**src/rtl/cpu_pkg.sv**
```systemverilog
// Shared definitions for the fetch stage: word width, the j opcode,
// the fetch FSM state encoding and the j-target helper.
package cpu_pkg;

  localparam int WORD_W = 32;
  localparam logic [5:0] OPC_J = 6'b000010;

  typedef enum logic [1:0] {
    S_BOOT,
    S_REQ,
    S_IDLE,
    S_DROP
  } fetch_state_t;

  // j target: upper nibble of the delay-slot address, 26-bit index, word aligned
  function automatic logic [WORD_W-1:0] jump_target(input logic [3:0] pc_hi,
                                                    input logic [25:0] index);
    return {pc_hi, index, 2'b00};
  endfunction

endpackage

```
**src/rtl/if_skid_buffer.sv**
```systemverilog
// One-entry holding register for a fetched instruction and its PC+4.
// Catches an ack that arrives while IF/ID is stalled. Clear wins over
// load, load wins over drain.
module if_skid_buffer
  import cpu_pkg::*;
(
  input  logic              clk,
  input  logic              rst_n,
  input  logic              clear,
  input  logic              load,
  input  logic              drain,
  input  logic [WORD_W-1:0] load_inst,
  input  logic [WORD_W-1:0] load_pc,
  output logic              full,
  output logic [WORD_W-1:0] inst,
  output logic [WORD_W-1:0] pc
);

  // Occupancy and payload of the single entry
  always_ff @(posedge clk or negedge rst_n) begin
    if (!rst_n) begin
      full <= 1'b0;
      inst <= '0;
      pc   <= '0;
    end else if (clear) begin
      full <= 1'b0;
    end else if (load) begin
      full <= 1'b1;
      inst <= load_inst;
      pc   <= load_pc;
    end else if (drain) begin
      full <= 1'b0;
    end
  end

endmodule

```
**src/rtl/if_fetch_unit.sv**
```systemverilog
// Instruction-fetch stage: owns the PC, talks to instruction memory over a
// req/ack handshake and feeds IF/ID with inst, PC+4 and a valid flag.
// Optional: define IF_JUMP_PREDECODE_EN to follow j instructions directly
// from the fetched word instead of waiting for a redirect from ID.
module if_fetch_unit
  import cpu_pkg::*;
#(
  parameter logic [WORD_W-1:0] RESET_PC = 32'h0000_0000,
  parameter logic [WORD_W-1:0] NOP_INST = 32'h0000_0000
) (
  input  logic              clk_i,
  input  logic              rst_n_i,
  input  logic              stall_i,
  input  logic              redirect_i,
  input  logic [WORD_W-1:0] redirect_pc_i,
  output logic              imem_req_o,
  output logic [WORD_W-1:0] imem_addr_o,
  input  logic              imem_ack_i,
  input  logic [WORD_W-1:0] imem_rdata_i,
  output logic              valid_o,
  output logic [WORD_W-1:0] inst_o,
  output logic [WORD_W-1:0] pc_o
);

  fetch_state_t      state;
  logic [WORD_W-1:0] pc_q;
  logic [WORD_W-1:0] drop_addr_q;
  logic              valid_q;
  logic [WORD_W-1:0] inst_q;
  logic [WORD_W-1:0] pc_out_q;

  logic              skid_full;
  logic [WORD_W-1:0] skid_inst;
  logic [WORD_W-1:0] skid_pc;

  logic              slot_free;
  logic              ack_take;
  logic              skid_load;
  logic              skid_drain;
  logic              skid_next_full;
  logic [WORD_W-1:0] fetch_pc_plus4;
  logic [WORD_W-1:0] next_seq_pc;
  logic [WORD_W-1:0] redirect_addr;

  // A dropped request keeps presenting its original address until acked
  assign imem_req_o  = (state == S_REQ) || (state == S_DROP);
  assign imem_addr_o = (state == S_DROP) ? drop_addr_q : pc_q;

  assign valid_o = valid_q;
  assign inst_o  = inst_q;
  assign pc_o    = pc_out_q;

  assign fetch_pc_plus4 = pc_q + 32'd4;
  assign redirect_addr  = redirect_pc_i & ~32'h3;

  // Output slot can accept a word if empty or if IF/ID is advancing
  assign slot_free  = !valid_q || !stall_i;
  // Ack data that belongs to the current (correct) path
  assign ack_take   = (state == S_REQ) && imem_ack_i && !redirect_i;
  assign skid_drain = slot_free && skid_full && !redirect_i;
  assign skid_load  = ack_take && (!slot_free || skid_full);
  assign skid_next_full = !redirect_i && (skid_load || (skid_full && !skid_drain));

`ifdef IF_JUMP_PREDECODE_EN
  assign next_seq_pc = (imem_rdata_i[31:26] == OPC_J)
                     ? jump_target(fetch_pc_plus4[31:28], imem_rdata_i[25:0])
                     : fetch_pc_plus4;
`else
  assign next_seq_pc = fetch_pc_plus4;
`endif

  if_skid_buffer u_skid (
    .clk       (clk_i),
    .rst_n     (rst_n_i),
    .clear     (redirect_i),
    .load      (skid_load),
    .drain     (skid_drain),
    .load_inst (imem_rdata_i),
    .load_pc   (fetch_pc_plus4),
    .full      (skid_full),
    .inst      (skid_inst),
    .pc        (skid_pc)
  );

  // Fetch FSM: PC ownership, request sequencing and wrong-path drop
  always_ff @(posedge clk_i or negedge rst_n_i) begin
    if (!rst_n_i) begin
      state       <= S_BOOT;
      pc_q        <= RESET_PC;
      drop_addr_q <= RESET_PC;
    end else begin
      case (state)
        S_BOOT: begin
          if (redirect_i) pc_q <= redirect_addr;
          state <= S_REQ;
        end
        S_REQ: begin
          if (redirect_i) begin
            pc_q <= redirect_addr;
            if (!imem_ack_i) begin
              drop_addr_q <= pc_q;
              state       <= S_DROP;
            end
          end else if (imem_ack_i) begin
            pc_q  <= next_seq_pc;
            state <= skid_next_full ? S_IDLE : S_REQ;
          end
        end
        S_IDLE: begin
          if (redirect_i) begin
            pc_q  <= redirect_addr;
            state <= S_REQ;
          end else if (!skid_next_full) begin
            state <= S_REQ;
          end
        end
        S_DROP: begin
          if (redirect_i) pc_q <= redirect_addr;
          if (imem_ack_i) state <= S_REQ;
        end
        default: state <= S_BOOT;
      endcase
    end
  end

  // IF/ID-facing registers: flush on redirect, hold while stalled
  always_ff @(posedge clk_i or negedge rst_n_i) begin
    if (!rst_n_i) begin
      valid_q  <= 1'b0;
      inst_q   <= NOP_INST;
      pc_out_q <= '0;
    end else if (redirect_i) begin
      valid_q <= 1'b0;
      inst_q  <= NOP_INST;
    end else if (slot_free) begin
      if (skid_full) begin
        valid_q  <= 1'b1;
        inst_q   <= skid_inst;
        pc_out_q <= skid_pc;
      end else if (ack_take) begin
        valid_q  <= 1'b1;
        inst_q   <= imem_rdata_i;
        pc_out_q <= fetch_pc_plus4;
      end else begin
        valid_q <= 1'b0;
        inst_q  <= NOP_INST;
      end
    end
  end

endmodule

```
**config.mk**
```make
export PLATFORM = sky130hd
export DESIGN_NAME = if_fetch_unit
export DESIGN_NICKNAME = d
export VERILOG_FILES = /design/src/rtl/cpu_pkg.sv /design/src/rtl/if_skid_buffer.sv /design/src/rtl/if_fetch_unit.sv
export SDC_FILE = /design/constraint.sdc
export NUM_CORES = 1
export LEC_CHECK = 0
export BUFFER_PORTS_ARGS = -buffer_cell sky130_fd_sc_hd__clkbuf_2
export CAP_MARGIN = 30
export CORE_ASPECT_RATIO = 1.75
export CORE_MARGIN = 5
export CORE_UTILIZATION = 45
export DETAILED_ROUTE_END_ITERATION = 10
export GPL_TIMING_DRIVEN = 0
export PLACE_DENSITY = 0.67
export RECOVER_POWER = 50
export SYNTH_ARGS = -nofsm -noshare
export SYNTH_HDL_FRONTEND = slang
export SYNTH_SLANG_ARGS = --single-unit
```
**constraint.sdc**
```tcl
create_clock -name clk_i -period 5.4 [get_ports clk_i]
set_input_delay 0.81 -clock clk_i [delete_from_list [all_inputs] [get_ports clk_i]]
set_output_delay 0.81 -clock clk_i [all_outputs]
set_load 0.005 [all_outputs]
```
==> results of run 1 <==
[cells by family after synthesis]
family,after synthesis,share of synthesized area
buffers and inverters,87,0.0495
adders and majority gates,1,0.00136
and+or+nand+nor,278,0.141
other,1,0.000409
muxes,107,0.131
xor gates and xnor gates,57,0.0545
AOI/OAI and AO/OA,177,0.110
DFF,188,0.513
[critical path, cell delays in order, from the launching register on]
cell and delay (ns):
sky130_fd_sc_hd__dfrtp_1 0.35, sky130_fd_sc_hd__buf_2 0.18, sky130_fd_sc_hd__nand2_1 0.16, sky130_fd_sc_hd__clkbuf_1 0.53, sky130_fd_sc_hd__mux2_2 0.43, sky130_fd_sc_hd__clkbuf_2 0.12
[power by group through the flow]
| stage | logic [mW] | clock network [mW] | registers (mW) |
|---|---|---|---|
| final | 0.758 | 1.27 | 1.85 |
| after global routing | 0.851 | 1.36 | 1.89 |
| after CTS | 0.785 | 1.30 | 1.85 |
| after detailed placement | 0.782 | 0 | 1.88 |
| after global placement | 0.763 | 0 | 1.86 |
| after floorplan | 0.471 | 0 | 1.84 |
[cells in the mapped netlist, types with 2 or more instances]
cell type                    n  area share
sky130_fd_sc_hd__and3_1      6      0.0041
sky130_fd_sc_hd__nor3_1      7      0.0038
sky130_fd_sc_hd__buf_2      13      0.0071
sky130_fd_sc_hd__clkbuf_2    2      0.0011
sky130_fd_sc_hd__a21oi_1    11      0.0060
sky130_fd_sc_hd__nor4b_1     3      0.0029
sky130_fd_sc_hd__mux2i_1     5      0.0055
sky130_fd_sc_hd__o21ai_0    91       0.050
sky130_fd_sc_hd__a22oi_1    11      0.0090
sky130_fd_sc_hd__o21ai_1    26       0.014
sky130_fd_sc_hd__and4_1      5      0.0048
sky130_fd_sc_hd__dfrtp_1   188        0.51
sky130_fd_sc_hd__inv_1       2     0.00082
sky130_fd_sc_hd__xor2_1     38       0.036
sky130_fd_sc_hd__buf_4      17       0.014
sky130_fd_sc_hd__nand3_2     2      0.0022
sky130_fd_sc_hd__clkbuf_1   46       0.019
sky130_fd_sc_hd__o22ai_1     3      0.0020
sky130_fd_sc_hd__nor4_1      3      0.0020
sky130_fd_sc_hd__mux2_2    102        0.13
sky130_fd_sc_hd__xnor2_1    19       0.018
sky130_fd_sc_hd__o211ai_1   34       0.028
sky130_fd_sc_hd__and2_1      2      0.0014
sky130_fd_sc_hd__buf_6       6      0.0074
sky130_fd_sc_hd__nand3_1    21       0.011
sky130_fd_sc_hd__nor2b_1     2      0.0014
sky130_fd_sc_hd__nor4_4      2      0.0046
sky130_fd_sc_hd__nand4_1    13      0.0089
sky130_fd_sc_hd__nand2_1   157       0.064
sky130_fd_sc_hd__nor2_1     48       0.020
[path summary, 6_finish.rpt]
| kind | startpoint | end | slack [ns] | cells past startpoint |
|---|---|---|---|---|
| max | state[0] | imem_addr_o[7] | 2.39 | 5 |
| min | pc_o[10] | pc_o[10] | 0.48 | 2 |
| min reg2reg | pc_o[10] | pc_o[10] | 0.48 | 2 |
| max reg2reg | pc_q[2] | u_skid.pc[22] | 3.07 | 7 |
| min in group asynchronous | rst_n_i | drop_addr_q[9] | 1.19 | 1 |
| max in group asynchronous | rst_n_i | inst_o[17] | 2.55 | 1 |
[state kept, by name, summed over array words and instances (netlist names)]
| register | count |
|---|---|
| state | 2 |
| pc_o | 30 |
| u_skid.pc | 30 |
| pc_q | 30 |
| u_skid.inst | 32 |
| u_skid.full | 1 |
| drop_addr_q | 30 |
| valid_o | 1 |
| inst_o | 32 |
[routing by layer]
layer  wire [microns]  vias up  GRT usage
met1             9750     3547      0.246
li1                 -     3445          -
met5                0        -          0
met2            13500      131      0.389
met3              830       23     0.0413
met4              502        0     0.0625
[area by class of cell]
type	count	area (sq um)	area share
Clock inverter	15	165	0.0152
Multi-Input combinational cell	624	4020	0.370
Tap cell	248	310	0.0285
Inverter	2	7.51	0.000691
Sequential cell	188	4700	0.433
Buffer	85	447	0.0411
Antenna cell	1	2.50	0.000230
Clock buffer	17	425	0.0391
Timing Repair Buffer	161	788	0.0725
==> impl_results.md, run 1 <==
* CTS max path bufs at 2
* RSZ-0062 raised after global routing: false
* Die height at 199 microns
* Length of the first detailed-routing pass in iterations at 4
* Clock latency on the worst-skew pair at around 0.44 ns
* Hold_ws at approximately 0.48 ns
* Worst endpoint required time at around 4.6 ns
* Nature of the critical path endpoint: primary output
* Filler cell count in the final layout at 1950
* Number of sinks driven by the clock tree at between 150 and 200
* Max transition margin at -0.837
* Outcome: complete, but fails checks
* Post-Place Cell Area at 10300 sq um
* Type of the tightest min-delay check: reg2reg
* Most frequent standard cell in the layout excluding fill and tap cells: sky130_fd_sc_hd__dfrtp_1
* Total I/O pin count at 167
* Dominant synthesized flop cell: sky130_fd_sc_hd__dfrtp_1
* Setup violations, final at 0
* Critical setup path kind: reg2out
* Achievable frequency at 332 MHz
* Peak supply drop at roughly 220 uV
* Effective utilization at floorplan at 0.454
* Hold buffer count at CTS at 0
* Cell at the root of the clock tree: sky130_fd_sc_hd__clkbuf_16
* Via count of the first global-routing pass at approximately 7300
* Pin count of the biggest net entering global routing at 106
* Total power density per cell area at 357 nW/um^2
* H-Tree Depth at 4
* Average wire per cell in the routed design at 18.3 microns
* Detailed-route DRC error count at 0
* Wire length of the first global-routing pass at 39.4 mm
* Sequential share of power at 0.477
* Post-cts repair resize count at 0
* Proportion of total power due to net switching at 0.289
* Most frequent cells in the layout: sky130_fd_sc_hd__dfrtp_1, sky130_fd_sc_hd__nand2_1, sky130_fd_sc_hd__clkbuf_2
* DRC marker count from the first detailed-route iteration at 454
* Async set-or-reset flop fraction in the synthesized netlist at 1.00
* Fin cells at between 1000 and 1500
* Cell count after synthesis at 896
* Final hold violations at 0
* # nets final at roughly 1100
* Logic pwr share at 0.195
* Overall routed net length at 24.6 mm
* Setup TNS Final at 0 ns
* Core utilization of the finished layout at 0.538
* Number of maximum-capacitance constraint violations at 1
* Share of the clock period used by the worst path at 0.558
* Die extent in x at between 100 and 150 microns
* Worst slew pin tran at 2.75 ns
* Post-CTS setup buffer count at 0
* Number of enable-type register cells in the synthesized netlist at 0
* Switching component of the power at approximately 1.1 mW
* Maximum fanout encountered on the critical timing path at 10
* Clock tree from TritonCTS: built
* Area grow syn2layout at 18.6%
* Post-synthesis sequential area ratio at 0.513
* Finished Cell Area at 10900 sq um
* Total of flip-flops plus latches after synthesis at approximately 190
* Port Buf Inserts at 160
* Startpoint type of the worst setup path: flop
* Post-layout power at 3.88 mW
* Violations in the final reports: max-capacitance violations, max-slew violations
* Final RePlAce weighted congestion at 0.811
* Post-DR vias/cell at about 5.3
* Clock tree skew after final layout at 0.00820 ns
* Fin worst setup slack at 2.39 ns
* Cts bufs inserted at 17
* Minimum period implied by the final worst setup slack at between 3 and 4 ns
* Clock network fraction of design power at 0.328
* HPWL reported at the end of detailed placement at around 18 mm
* Ratio of cells with drive above 1 in the final layout at 0.283
* Die ar. at 23400 sq um
* Synthesized cell area at 9170 sq um
* Leakage component of the power at 4.85 nW
* Final global-route overflow total at 0
* Clock-pin slew on the worst setup and hold paths at 0.07 ns
* Internal power summed over all cells at roughly 2.8 mW
* Core Region at 20200 sq um
* Cell variety after synth at 41
* # rows at 69
* Post-synthesis area per instance at roughly 10 sq um
* Minimum setup slack after placement at 2.76 ns
* Number of instances in the placed design at 1308
* Endpoint arrival time on the critical path at roughly 2.2 ns
* Post-route antenna net violation count at 0
* Pins over their slew limit at approximately 110
* Initial antenna violation count at 1
* Yosys warns at 0
* Total via count after detailed routing at between 7000 and 8000
* Tot GR Track Use at 0.210
Power figures use the tool's default switching activity.
==> run 2, diff against run 1 <==
Settings changed: ABC_AREA set to 1, PLACE_DENSITY 0.67 to 0.69.
Clock period 5.4 ns to 2.6 ns, I/O delays scaled along.
==> run 2 against run 1 <==
  * The run still ends with max-capacitance violations, max-slew violations left
  * Hold slack worse by 0.31 ns
  * Clock skew about the same
  * First-iteration DRC count up 48%
  * Largest cell class unchanged
  * Non-clock buffer count down 20
  * Sequential cell count unchanged
  * Global-route usage up 2.9 points
  * Via count up 21%
  * Clock power up 120%
  * Register-to-register slack worse by 2.8 ns
  * Worst setup slack worse by 2.2 ns
  * Largest power group unchanged
==> impl_results.md, run 2 <==
* Outcome: complete, but fails checks
* Violations in the final reports: max-capacitance violations, max-slew violations
* Total of flip-flops plus latches after synthesis at 188 (unchanged)
* Nature of the critical path endpoint: primary output
* Cell variety after synth at 32 (-22%)
* Cell count after synthesis at 1225 (+37%)
* Final RePlAce weighted congestion at 0.920 (+13%)
* Antenna diode count at 0 (-1)
* Leakage component of the power at 5.72 nW (+18%)
* Cts bufs inserted at 17 (unchanged)
* Pins over their slew limit at 97 (-7.6%)
* Port Buf Inserts at 159 (-0.63%)
* Post-layout power at 11.0 mW (+180%)
* Number of maximum-capacitance constraint violations at 1 (unchanged)
* Setup violations, final at 0 (unchanged)
* Synth cell count leaders: sky130_fd_sc_hd__nand2_1, sky130_fd_sc_hd__dfrtp_1, sky130_fd_sc_hd__nor2_1, sky130_fd_sc_hd__o21ai_0, sky130_fd_sc_hd__a21oi_1
* Length of the first detailed-routing pass in iterations at 5 (+1)
* Core Region at 20300 sq um (+0.43%)
* Logic pwr share at 0.313 (+0.118)
* Finished Cell Area at 10900 sq um (+0.70%)
* Effective utilization at floorplan at 0.454 (+0.000536)
* Dominant synthesized flop cell: sky130_fd_sc_hd__dfrtp_1
* Worst slew pin tran at 2.25 ns (-0.506 ns)
* Post-route antenna net violation count at 0 (unchanged)
* Synth area leader: sky130_fd_sc_hd__dfrtp_1
* Wire length of the first global-routing pass at 45.0 mm (+14%)
* Worst endpoint required time at 2.21 ns (-2.38 ns)
* Slowest library cell on the worst path: sky130_fd_sc_hd__dfrtp_1
* Total via count after detailed routing at 8666 (+21%)
* Worst-path cell chain: nand2_1 > clkbuf_1 > nor2_1 > a21oi_1 > clkbuf_2
* Post-CTS setup buffer count at 0 (unchanged)
* Total I/O pin count at 167 (unchanged)
* Reg2Reg Capture Point: u_skid.inst[20]
* Cell at the root of the clock tree: sky130_fd_sc_hd__clkbuf_16
* Most frequent cells in the layout: sky130_fd_sc_hd__nand2_1, sky130_fd_sc_hd__dfrtp_1, sky130_fd_sc_hd__nor2_1
* RSZ-0062 raised after global routing: false
* Fin worst setup slack at 0.201 ns (-2.18 ns)
* Die ar. at 23600 sq um (+0.51%)
* HPWL reported at the end of detailed placement at 21.1 mm (+15%)
* H-Tree Depth at 4 (unchanged)
* Hold buffer count at CTS at 0 (unchanged)
* Clock network fraction of design power at 0.260 (-0.068)
* Post-synthesis sequential area ratio at 0.510 (-0.00279)
* Switching component of the power at 4.00 mW (+260%)
* Async set-or-reset flop fraction in the synthesized netlist at 1.00 (unchanged)
* Post-DR vias/cell at 5.20 (-2.5%)
* Minimum period implied by the final worst setup slack at 2.40 ns
* DRC marker count from the first detailed-route iteration at 674 (+48%)
* Maximum fanout encountered on the critical timing path at 10 (unchanged)
* # rows at 69 (unchanged)
* Worst path buffer plus inverter count at 2 (-1)
* Via count of the first global-routing pass at 8480 (+17%)
* Startpoint type of the worst setup path: flop
* Startpoint of the worst hold path: imem_rdata_i[11]
* Overall routed net length at 28.0 mm (+14%)
* Proportion of netlist area held by the largest area contributor at 0.510 (-0.00279)
* Tot GR Track Use at 0.239 (+0.0291)
* Die height at 199 microns (+0.26%)
* Final hold violations at 0 (unchanged)
* Sequential share of power at 0.427 (-0.050)
* Pin count of the biggest net entering global routing at 98 (-7.5%)
* Die extent in x at 118 microns (+0.25%)
* Detailed-route DRC error count at 0 (unchanged)
* Area grow syn2layout at 18.8%
* Stage delay of the slowest cell on the critical path at 0.44 ns (-0.09 ns)
* Average wire per cell in the routed design at 16.8 microns (-8.4%)
* Yosys warns at 0 (unchanged)
* Post-cts repair resize count at 0 (unchanged)
* Core utilization of the finished layout at 0.540 (+0.00147)
* Total power density per cell area at 1000 nW/um^2 (+180%)
* CTS max path bufs at 2 (unchanged)
* Proportion of total power due to net switching at 0.364 (+0.0753)
* Post-Place Cell Area at 10400 sq um (+0.44%)
* Minimum setup slack after placement at 0.499 ns (-2.27 ns)
* Number of sinks driven by the clock tree at 188 (unchanged)
* Largest cells by area after synthesis: sky130_fd_sc_hd__dfrtp_1, sky130_fd_sc_hd__nand2_1, sky130_fd_sc_hd__o21ai_0, sky130_fd_sc_hd__nor2_1, sky130_fd_sc_hd__a21oi_1
* Setup TNS Final at 0 ns (unchanged)
* Worst Setup SP: state[0]
* Depth of the worst register-to-register path at 9 (+2)
* Initial antenna violation count at 0 (-1)
* Ratio of cells with drive above 1 in the final layout at 0.146 (-0.136)
* Endpoint arrival time on the critical path at 2.01 ns (-0.19 ns)
* Clock-pin slew on the worst setup and hold paths at 0.07 ns (about the same)
* Number of enable-type register cells in the synthesized netlist at 0 (unchanged)
* Internal power summed over all cells at 6.98 mW (+150%)
* Cell family contributing the most delay on the critical path: buffers and inverters
* Register-to-Register Setup Slack at 0.27 ns (-2.80 ns)
* Max transition margin at -0.499 (+0.337)
* Critical setup path kind: reg2out
* Startpoint of the worst register-to-register path: state[0]
* Most repeated cell in the gate-level netlist after synthesis: sky130_fd_sc_hd__nand2_1
* Clock latency on the worst-skew pair at 0.43 ns (about the same)
* Clock tree skew after final layout at 0.00811 ns (-0.0000869 ns)
* Post-synthesis area per instance at 7.52 sq um (-26%)
* End of the worst hold path: u_skid.inst[11]
* Achievable frequency at between 400 and 500 MHz
* Peak supply drop at 488 uV (+130%)
* Final global-route overflow total at 0 (unchanged)
* # nets final at 1477 (+29%)
* Most frequent standard cell in the layout excluding fill and tap cells: sky130_fd_sc_hd__nand2_1
* Share of the clock period used by the worst path at 0.923
* Type of the tightest min-delay check: in2reg
* Cells on Worst Hold Path at 3 (+1)
* Synthesized cell area at 9220 sq um (+0.55%)
* Clock tree from TritonCTS: built
==> run 2: changes by cell type in the layout (fill, tap and decap cells not counted), moves of 18 or more <==
cell,delta
sky130_fd_sc_hd__nand2_1,+298
sky130_fd_sc_hd__inv_1,+62
sky130_fd_sc_hd__o21ai_0,+20
sky130_fd_sc_hd__xor2_1,-33
sky130_fd_sc_hd__nand3_1,+23
sky130_fd_sc_hd__xnor2_1,-18
sky130_fd_sc_hd__o211ai_1,-34
sky130_fd_sc_hd__nor2_1,+94
sky130_fd_sc_hd__a21oi_1,+64
sky130_fd_sc_hd__mux2_2,-102
==> run 2: worst min-delay path: stages <==
cell	delay, ns
sky130_fd_sc_hd__clkbuf_2	0.09
sky130_fd_sc_hd__nand2_1	0.05
sky130_fd_sc_hd__nand2_1	0.05
==> run 2: final cells by class <==
type	count	area (sq um)
flip-flops and latches	188	4700
fillers	2000	9340
multi-input cells	903	3920
well taps	248	310
repair buffers	160	783
inverters	71	267
plain buffers	66	322
clock inverters	13	188
clock buffers	19	453
==> run 2: how the worst max path moves through the flow <==
stage	endpoint	slack, ns	depth (start not counted)
final	imem_addr_o[27]	0.20	5
after global routing	imem_addr_o[27]	0.07	5
after CTS	imem_addr_o[27]	0.17	5
after detailed placement	pc_o[16]	0.50	9
after global placement	drop_addr_q[24]	-2.55	1
after floorplan	pc_q[18]	1.08	9
==> run 2: metal layers <==
metal,vias up,part of all wire,track usage
li1,4260,-,-
met1,4065,0.40,0.284
met2,286,0.52,0.429
met3,55,0.046,0.0399
met4,0,0.034,0.0991
met5,-,0,0
==> run 2: power by group through the flow <==
stage / logic [mW] / registers, mW / clock network [mW]
finish: 3.44 / 4.69 / 2.85
global route: 3.95 / 4.82 / 3.02
CTS: 3.51 / 4.67 / 2.88
detailed placement: 3.50 / 4.72 / 0
global placement: 3.42 / 4.67 / 0
floorplan: 2.12 / 4.59 / 0
==> run 2: cell families (layout without fill, tap and decap cells) <==
| logic type | after synthesis | count (layout) | synth area share |
|---|---|---|---|
| AND/OR/NAND/NOR | 659 | 659 | 0.283 |
| AO/OA/AOI/OAI | 233 | 233 | 0.135 |
| flip-flops | 188 | 188 | 0.510 |
| buffers and inverters | 137 | 329 | 0.0638 |
| XOR/XNOR | 6 | 6 | 0.00570 |
| adder cells (fa/ha/maj) | 1 | 1 | 0.00136 |
| other | 1 | 4 | 0.000407 |
==> run 2: through the flow <==
| stage | cells | hold WS, ns |
|---|---|---|
| 6_report | 1668 | 0.171 |
| 5_1_grt | 1668 | 0.160 |
| 4_1_cts | 1668 | 0.0794 |
| 3_5_place_dp | 1636 | 0.461 |
| 3_3_place_gp | 1635 | 0.457 |
| 2_1_floorplan | 1228 | 0.0944 |
==> run 3, diff against run 2 <==
Settings changed: ABC_AREA 1 to unset.
==> run 3 against run 2 <==
  * The run now ends clean
  * Cell count shrank 20%
  * Clock skew about the same
  * Worst setup slack got worse by 0.096 ns
  * Core utilization decreased by 0.19 points
  * Design area is 0.78% lower
  * Fmax is 3.9% lower
  * Critical path type unchanged
  * Largest cell class unchanged
==> impl_results.md, run 3 (synthesis gave the netlist of run 1 again) <==
* Outcome: finished clean
* Final global-route overflow total at 0 (unchanged)
* Port Buf Inserts at 160 (+0.63%)
* Number of sinks driven by the clock tree at 188 (unchanged)
* Ratio of cells with drive above 1 in the final layout at 0.267 (+0.121)
* Nature of the critical path endpoint: primary output
* Cell at the root of the clock tree: sky130_fd_sc_hd__clkbuf_16
* Filler cell count in the final layout at 1867 (-6.7%)
* Die height at 199 microns (-0.26%)
* Most frequent standard cell in the layout excluding fill and tap cells: sky130_fd_sc_hd__dfrtp_1
* Pins over their slew limit at 0 (-100%)
* Startpoint type of the worst setup path: flop
* Number of instances in the placed design at 1308 (-20%)
* Maximum fanout encountered on the critical timing path at 10 (unchanged)
* Tot GR Track Use at 0.213 (-0.0264)
* Startpoint of the worst hold path: redirect_pc_i[23]
* Critical setup path kind: reg2out
* Switching component of the power at 2.30 mW (-43%)
* CTS max path bufs at 2 (unchanged)
* Clock tree skew after final layout at 0.00810 ns (-0.0000138 ns)
* Sequential share of power at 0.473 (+0.046)
* Detailed-route DRC error count at 0 (unchanged)
* Proportion of total power due to net switching at 0.282 (-0.0820)
* Die extent in x at 118 microns (-0.25%)
* Finished Cell Area at 10900 sq um (-0.78%)
* Max transition margin at 0.295 (+0.794)
* Leakage component of the power at 4.82 nW (-16%)
* Final hold violations at 0 (unchanged)
* Final RePlAce weighted congestion at 0.822 (-11%)
* # nets final at 1150 (-22%)
* Wire length of the first global-routing pass at 39.6 mm (-12%)
* Clock-pin slew on the worst setup and hold paths at 0.07 ns (about the same)
* Logic pwr share at 0.192 (-0.121)
* Met3 routing resource usage after global routing at 0.0364 (-0.00352)
* Average wire per cell in the routed design at 18.4 microns (+9.2%)
* Initial antenna violation count at 0 (unchanged)
* Worst slew pin tran at 1.06 ns (-1.19 ns)
* Register-to-Register Setup Slack at 0.24 ns (-0.03 ns)
* Number of maximum-capacitance constraint violations at 0 (-1)
* Achievable frequency at 401 MHz (-3.9%)
* Global-route met1 utilization at 0.244 (-0.0394)
* Startpoint of the worst register-to-register path: pc_q[2]
* Peak supply drop at 440 uV (-9.9%)
* Total power density per cell area at 748 nW/um^2 (-25%)
* RSZ-0062 raised after global routing: false
* Setup violations, final at 0 (unchanged)
* Area grow syn2layout at 18.5%
* Overall routed net length at 24.6 mm (-12%)
* Worst endpoint required time at 2.21 ns (about the same)
* Pin count of the biggest net entering global routing at 115 (+17%)
* Post-layout power at 8.13 mW (-26%)
* H-Tree Depth at 4 (unchanged)
* Minimum period implied by the final worst setup slack at 2.50 ns (+0.0963 ns)
* Layer with the highest usage: met2
* Internal power summed over all cells at 5.83 mW (-16%)
* Endpoint arrival time on the critical path at 2.11 ns (+0.10 ns)
* Post-DR vias/cell at 5.30 (+2.0%)
* DRC marker count from the first detailed-route iteration at 501 (-26%)
* Post-route antenna net violation count at 0 (unchanged)
* Type of the tightest min-delay check: in2reg
* Cts bufs inserted at 17 (unchanged)
* Met2 Usage GRT at 0.393 (-0.0358)
* Depth of the worst register-to-register path at 7 (-2)
* Core Region at 20200 sq um (-0.43%)
* Most frequent cells in the layout: sky130_fd_sc_hd__dfrtp_1, sky130_fd_sc_hd__nand2_1, sky130_fd_sc_hd__clkbuf_2
* Clock network fraction of design power at 0.334 (+0.074)
* Clock tree from TritonCTS: built
* Fin cells at 1341 (-20%)
* # rows at 69 (unchanged)
* Post-Place Cell Area at 10300 sq um (-0.43%)
* Length of the first detailed-routing pass in iterations at 5 (unchanged)
* End of the worst hold path: pc_q[23]
* Antenna diode count at 0 (unchanged)
* Total I/O pin count at 167 (unchanged)
* HPWL reported at the end of detailed placement at 18.2 mm (-14%)
* Die ar. at 23400 sq um (-0.51%)
* Via count of the first global-routing pass at 7384 (-13%)
* Clock latency on the worst-skew pair at 0.44 ns (about the same)
* Effective utilization at floorplan at 0.454 (-0.000536)
* Reg2Reg Capture Point: u_skid.pc[24]
* Share of the clock period used by the worst path at 0.960 (+0.0370)
* Total via count after detailed routing at 7108 (-18%)
* Cells on Worst Hold Path at 3 (unchanged)
[run 3: cell count changes in the layout (fill, tap and decap cells not counted), moves of 25 or more]
cell and change:
sky130_fd_sc_hd__clkbuf_1 +25, sky130_fd_sc_hd__nand2_1 -298, sky130_fd_sc_hd__nor2_1 -94, sky130_fd_sc_hd__xor2_1 +33, sky130_fd_sc_hd__o211ai_1 +34, sky130_fd_sc_hd__a21oi_1 -64, sky130_fd_sc_hd__inv_1 -62, sky130_fd_sc_hd__mux2_2 +102
[run 3: worst max-delay path, cell delays in order, from the launching register on]
cell and delay [ns]:
sky130_fd_sc_hd__dfrtp_1 0.36, sky130_fd_sc_hd__buf_2 0.18, sky130_fd_sc_hd__nand2_1 0.15, sky130_fd_sc_hd__clkbuf_1 0.46
sky130_fd_sc_hd__mux2_2 0.42, sky130_fd_sc_hd__clkbuf_2 0.12
[run 3: cell type report]
class / count / area, sq um / area share
Buffer: 85 / 445 / 0.0410
Clock buffer: 19 / 443 / 0.0408
Clock inverter: 13 / 165 / 0.0152
Inverter: 2 / 7.51 / 0.000691
Multi-Input combinational cell: 624 / 4020 / 0.370
Sequential cell: 188 / 4700 / 0.433
Tap cell: 248 / 310 / 0.0286
Timing Repair Buffer: 162 / 771 / 0.0710
[run 3: routing by layer]
metal	vias to the layer above	wire length [microns]
met5	-	0
met2	157	13200
met4	0	670
met1	3474	9900
li1	3446	-
met3	31	854
[run 3: how the worst max path moves through the flow]
stage / startpoint / endpoint / slack, ns
after floorplan: pc_q[2] / pc_q[30] / 0.71
after global placement: rst_n_i / inst_o[24] / -2.52
after detailed placement: pc_q[2] / u_skid.pc[24] / 0.27
after CTS: state[0] / imem_addr_o[28] / 0.07
after global routing: state[0] / imem_addr_o[28] / 0.002
final: state[0] / imem_addr_o[28] / 0.10
[run 3: through the flow]
| step | utilization | setup WS (ns) | setup TNS [ns] | hold WS [ns] |
|---|---|---|---|---|
| after floorplan | - | 0.707 | 0 | 0.0944 |
| after global placement | 0.509 | -2.52 | -469.80 | 0.454 |
| after detailed placement | 0.511 | 0.266 | 0 | 0.448 |
| after CTS | 0.542 | 0.0683 | 0 | 0.147 |
| after global routing | 0.538 | 0.00210 | 0 | 0.170 |
| final | 0.538 | 0.105 | 0 | 0.163 |
[run 3: power by group through the flow]
stage          sequential, mW  combinational [mW]  clock, mW
2_1_floorplan            3.83               0.977          0
3_3_place_gp             3.87                1.59          0
3_5_place_dp             3.90                1.62          0
4_1_cts                  3.85                1.63       2.77
5_1_grt                  3.92                1.76       2.88
6_report                 3.85                1.56       2.72
[run 3: repair_timing]
action	4_1_cts	5_1_grt
hold buffers	1	0
pin swaps	0	0
gates resized for setup	1	2
endpoints found under the setup margin	10	4
gates cloned	0	0
endpoints found under the hold margin	9	0
setup buffers	0	0
